File: src/rtl/esteira_pkg.sv
// Shared conveyor definitions: state encoding, default timings and dozen size.
// Also used by the cork counter and the filling stage.
package esteira_pkg;

  typedef enum logic [2:0] {
    ST_PARADO    = 3'd0,
    ST_ESTEIRA   = 3'd1,
    ST_POSICIONA = 3'd2,
    ST_SEM_ROLHA = 3'd3,
    ST_VEDA      = 3'd4,
    ST_LIBERA    = 3'd5,
    ST_FALHA     = 3'd6
  } estado_t;

  localparam int T_ASSENTO_PAD    = 4;
  localparam int T_VEDA_PAD       = 8;
  localparam int T_LIBERA_MAX_PAD = 15;
  localparam int DUZIA            = 12;

endpackage

File: src/rtl/controle_vedacao_temporizador.sv
// 4-bit loadable down-counter that stops at zero; zero flag comes straight from the register.
module temporizador (
  input  logic       clk,
  input  logic       reset,
  input  logic       load,
  input  logic [3:0] valor,
  output logic       zero
);

  logic [3:0] cnt_q;
  logic [3:0] cnt_d;

  always_comb begin
    cnt_d = cnt_q;
    if (load) begin
      cnt_d = valor;
    end else if (cnt_q != 4'd0) begin
      cnt_d = cnt_q - 4'd1;
    end
  end

  always_ff @(posedge clk or posedge reset) begin
    if (reset) begin
      cnt_q <= 4'd0;
    end else begin
      cnt_q <= cnt_d;
    end
  end

  assign zero = (cnt_q == 4'd0);

endmodule

File: src/rtl/controle_vedacao.sv
// Corking-station controller: stops the belt at the corker, requests a cork, seals, releases,
// and counts sealed bottles in units and dozens.
module controle_vedacao
  import esteira_pkg::*;
#(
  parameter int T_ASSENTO    = T_ASSENTO_PAD,
  parameter int T_VEDA       = T_VEDA_PAD,
  parameter int T_LIBERA_MAX = T_LIBERA_MAX_PAD
) (
  input  logic       clk,
  input  logic       reset,
  input  logic       liga,
  input  logic       sensor_vedacao,
  input  logic       rolha_disponivel,
  input  logic       disp_acionado,
  output logic       motor_esteira,
  output logic       dec,
  output logic       atuador_vedacao,
  output logic       alarme_sem_rolha,
  output logic       falha,
  output logic [3:0] garrafas,
  output logic [7:0] duzias
);

  localparam logic [3:0] V_ASSENTO = 4'(T_ASSENTO - 1);
  localparam logic [3:0] V_VEDA    = 4'(T_VEDA - 1);
  localparam logic [3:0] V_LIBERA  = 4'(T_LIBERA_MAX - 1);
  localparam logic [3:0] G_ULTIMA  = 4'(DUZIA - 1);

  estado_t    state_q, state_d;
  logic       motor_q, motor_d;
  logic       dec_q, dec_d;
  logic       atuador_q, atuador_d;
  logic       alarme_q, alarme_d;
  logic       falha_q, falha_d;
  logic [3:0] garrafas_q, garrafas_d;
  logic [7:0] duzias_q, duzias_d;

  logic       tmr_load;
  logic [3:0] tmr_valor;
  logic       tmr_zero;

  temporizador u_temporizador (
    .clk   (clk),
    .reset (reset),
    .load  (tmr_load),
    .valor (tmr_valor),
    .zero  (tmr_zero)
  );

  always_comb begin
    state_d    = state_q;
    tmr_load   = 1'b0;
    tmr_valor  = 4'd0;
    dec_d      = 1'b0;
    garrafas_d = garrafas_q;
    duzias_d   = duzias_q;

    case (state_q)
      ST_PARADO: begin
        if (liga) state_d = ST_ESTEIRA;
      end
      ST_ESTEIRA: begin
        if (sensor_vedacao) begin
          state_d   = ST_POSICIONA;
          tmr_load  = 1'b1;
          tmr_valor = V_ASSENTO;
        end else if (!liga) begin
          state_d = ST_PARADO;
        end
      end
      ST_POSICIONA, ST_SEM_ROLHA: begin
        if (state_q == ST_POSICIONA && !sensor_vedacao) begin
          state_d = ST_ESTEIRA;
        end else if (state_q == ST_SEM_ROLHA || tmr_zero) begin
          // Hold off while the counter refills so the cork request is not swallowed.
          if (rolha_disponivel && !disp_acionado) begin
            state_d   = ST_VEDA;
            tmr_load  = 1'b1;
            tmr_valor = V_VEDA;
            dec_d     = 1'b1;
          end else if (!rolha_disponivel) begin
            state_d = ST_SEM_ROLHA;
          end
        end
      end
      ST_VEDA: begin
        if (tmr_zero) begin
          state_d   = ST_LIBERA;
          tmr_load  = 1'b1;
          tmr_valor = V_LIBERA;
          if (garrafas_q == G_ULTIMA) begin
            garrafas_d = 4'd0;
            duzias_d   = duzias_q + 8'd1;
          end else begin
            garrafas_d = garrafas_q + 4'd1;
          end
        end
      end
      ST_LIBERA: begin
        if (!sensor_vedacao) begin
          state_d = liga ? ST_ESTEIRA : ST_PARADO;
        end else if (tmr_zero) begin
          state_d = ST_FALHA;
        end
      end
      ST_FALHA: state_d = ST_FALHA;
      default:  state_d = ST_PARADO;
    endcase

    motor_d   = (state_d == ST_ESTEIRA) || (state_d == ST_LIBERA);
    atuador_d = (state_d == ST_VEDA);
    alarme_d  = (state_d == ST_SEM_ROLHA);
    falha_d   = (state_d == ST_FALHA);
  end

  always_ff @(posedge clk or posedge reset) begin
    if (reset) begin
      state_q    <= ST_PARADO;
      motor_q    <= 1'b0;
      dec_q      <= 1'b0;
      atuador_q  <= 1'b0;
      alarme_q   <= 1'b0;
      falha_q    <= 1'b0;
      garrafas_q <= 4'd0;
      duzias_q   <= 8'd0;
    end else begin
      state_q    <= state_d;
      motor_q    <= motor_d;
      dec_q      <= dec_d;
      atuador_q  <= atuador_d;
      alarme_q   <= alarme_d;
      falha_q    <= falha_d;
      garrafas_q <= garrafas_d;
      duzias_q   <= duzias_d;
    end
  end

  assign motor_esteira    = motor_q;
  assign dec              = dec_q;
  assign atuador_vedacao  = atuador_q;
  assign alarme_sem_rolha = alarme_q;
  assign falha            = falha_q;
  assign garrafas         = garrafas_q;
  assign duzias           = duzias_q;

endmodule

File: config.mk
export PLATFORM = sky130hd
export DESIGN_NAME = controle_vedacao
export DESIGN_NICKNAME = d
export VERILOG_FILES = /design/src/rtl/esteira_pkg.sv /design/src/rtl/controle_vedacao_temporizador.sv /design/src/rtl/controle_vedacao.sv
export SDC_FILE = /design/constraint.sdc
export NUM_CORES = 1
export LEC_CHECK = 0
export CAP_MARGIN = 0
export CELL_PAD_IN_SITES_DETAIL_PLACEMENT = 1
export CELL_PAD_IN_SITES_GLOBAL_PLACEMENT = 2
export CORE_MARGIN = 3
export CORE_UTILIZATION = 36
export CTS_BUF_LIST = sky130_fd_sc_hd__clkbuf_8
export DETAILED_ROUTE_END_ITERATION = 10
export GPL_TIMING_DRIVEN = 0
export PLACE_DENSITY_LB_ADDON = 0.1
export SYNTH_ARGS = -nofsm -noshare
export SYNTH_HDL_FRONTEND = slang
export SYNTH_SLANG_ARGS = --single-unit
File: constraint.sdc
create_clock -name clk -period 7 [get_ports clk]
set_clock_uncertainty 0.15 [all_clocks]
set_input_delay 1.4 -clock clk [delete_from_list [all_inputs] [get_ports clk]]
set_output_delay 1.4 -clock clk [all_outputs]
set_load 0.05 [all_outputs]
==> impl_metrics.toml <==
[synthesis]
synth.distinct_cells = 36
synth_area_leaders = "dfrtp_1 (47%), xnor2_1 (5.5%), ha_1 (3.0%)"
ys_async_sr_fraction_pct = 100
syn_area_um2 = 1260
synthMostInstantiatedCell = "dfrtp_1"
ys_seq_area_share_pct = 47.5
synth.cells.most_frequent = "dfrtp_1 (24), nand2_1 (10), inv_1 (9)"
syn_inst = 129
synth_top_cell_by_area = "dfrtp_1"
synthFlopType = "dfrtp_1"
ys_ff_latch = 24
synth_fp_nets = 138
syn_area_per_cell_um2 = 9.81
synth-edff-count = 0
synth_top_area_share_pct = 47.5
ys_warn_count = 0

[worst_hold_path]
hold_depth = 1
hold_path_class = "reg2reg"

[worst_setup_path]
cp-start-kind = "primary input"
crit_type = "in2reg"
path_max_fanout = 7
reg2reg_depth = 8
endpoint_kind = "register"
worstPathRequired_ps = 7050
worstPathArrival_ps = 3210

[placement]
port-buffer-count = 22
hpwl_mm = 2.06
gp_congestion = 0.815
dp_slack_ps = 3560

[global_route]
antenna_found_initial = 0
grt_max_degree = 25
grt_overflow = 0
grt_first_pass_wirelength_mm = 4.76
grt_pass1_vias = 1036
grt.total_usage_pct = 14.2

[clock_tree]
cts_sinks = 24
clk_pin_slew_worst_paths_ps = 90
clockRootBuffer = "clkbuf_8"
cts_resized = 0
postCtsSetupRepairBufs = 0
cts_tree = "done"
insertion_delay_ps = 260
cts_hold_buffers = 0
cts_max_level = 1
numCtsBuffers = 3
max-clock-path-buffers = 2

[power_and_ir_drop]
power_density_nw_per_um2 = 322
leakagePower_nw = 0.700
ir_drop_v = 0.000130

[die]
rows = 20
die_area_um2 = 4260
die_height_um = 65.3
coreArea_um2 = 3200
die_x_um = 65.3
io-pin-count = 23
start_util_pct = 39.5

[sta]
rsz0062_at_grt = "no"
drv_slew = 0
clock.fmax_ghz = 0.317
tightest_slew_ps = 952
period_minus_slack_ps = 3160
fin_crit_sh_pct = 45.1
fin_ws_ps = 3840
maxSlewHeadroom_pct = 36.4
hold_violations = 0
setup_tns_ps = 0
finalSetupViolCount = 0

[detailed_routing]
wl_per_cell_um = 14.0
firstDrtPassIters = 3
drt-total-wl_mm = 2.78
drtIter0Drc = 65
vias_per_cell = 5.18
antenna_left = 0
via_count = 1031
drc_errors = 0

[final_layout]
layout-drive-gt1-share_pct = 6.45
antenna-diode-count = 0
nNetsFinal = 165
area_growth_pct = 26.1

[status]
status = "finished clean"

[run]
cap_violations = 0
path summary, 6_finish.rpt:
check,to,slack [ps],from
setup / recovery,alarme_sem_rolha,3840,sensor_vedacao
hold / removal,duzias[7],340,duzias[7]
setup reg to reg,garrafas[2],4560,u_temporizador.cnt_q[0]
hold reg to reg,duzias[7],340,duzias[7]
max in group asynchronous,duzias[4],4620,reset
min in group asynchronous,duzias[7],1500,reset
power breakdown:
part | internal (W) | switching (W) | leakage, nW | total, W
Combinational | 0.0000870 | 0.000141 | 0.350 | 0.000228
Clock | 0.0000501 | 0.0000434 | 0.0288 | 0.0000935
Sequential | 0.000169 | 0.0000237 | 0.320 | 0.000193
per-stage QoR:
step	instances	hold WS (ps)	utilization [%]	total power (W)	cell area, um2
CTS	199	345	49.8	0.000522	1600
global placement	195	313	48.1	0.000420	1540
detailed placement	195	328	48.1	0.000427	1540
floorplan	129	383	-	0.000360	1260
finish	199	337	49.8	0.000514	1600
global route	199	360	49.8	0.000558	1600
final cells by class:
| type | instances | area, um2 |
|---|---|---|
| plain buffers | 6 | 26.3 |
| clock buffers | 4 | 55.1 |
| fillers | 398 | 1610 |
| inverters | 9 | 33.8 |
| multi-input cells | 90 | 604 |
| flip-flops and latches | 24 | 601 |
| well taps | 44 | 55.1 |
| repair buffers | 22 | 220 |
kinds of logic (layout without fill, tap and decap cells):
group                      after synthesis  count (layout)  share of synthesized area (%)
and+or+nand+nor                         51              51                           23.7
AOI/OAI and AO/OA                       24              24                           12.4
DFF                                     24              24                           47.5
buffers and inverters                   15              41                           4.75
xor gates and xnor gates                10              10                           6.92
adders and majority gates                3               3                           2.97
muxes                                    2               2                           1.78
sequential cells by signal, indices dropped and copies added, names as in the netlist:
register and cells:
garrafas 4, state_q 3, alarme_sem_rolha 1, motor_esteira 1, u_temporizador.cnt_q 4, dec 1
atuador_vedacao 1, falha 1, duzias 8
per-layer routing:
metal / vias up / track usage (%) / share of wire (%)
met5: - / 0 / 0
met4: 0 / 4.40 / 0.65
met3: 2 / 2.22 / 3.8
met2: 16 / 24.3 / 48
met1: 509 / 18.4 / 48
li1: 504 / - / -
cell usage in the layout, fill, tap and decap left out:
cell type / instances
nand2b_1: 2
nor4_4: 1
nand3b_1: 2
and3_1: 1
nor3b_2: 1
dfrtp_1: 24
a21oi_1: 5
and4_1: 1
nand2_1: 10
xor2_1: 2
o311a_1: 2
clkdlybuf4s50_1: 22
buf_4: 1
o311ai_0: 2
a31oi_1: 2
o22ai_1: 1
xnor2_1: 8
nor2_1: 8
nor4_1: 1
nand4_1: 5
or2_2: 1
clkbuf_8: 4
nand3_1: 4
clkbuf_1: 5
a21o_1: 1
o31ai_1: 1
ha_1: 3
a211oi_1: 1
inv_1: 9
nor4b_1: 1
nor2b_1: 3
mux2_2: 2
nor3_1: 2
or3_1: 3
o21ai_0: 6
or3b_1: 2
and2_1: 3
o211ai_1: 3
worst max-delay path, cell delays in order:
cell	delay, ps
clkdlybuf4s50_1	590
inv_1	140
o311a_1	340
o31ai_1	490
o311a_1	250
No activity file was read; power rests on OpenSTA's default activity.
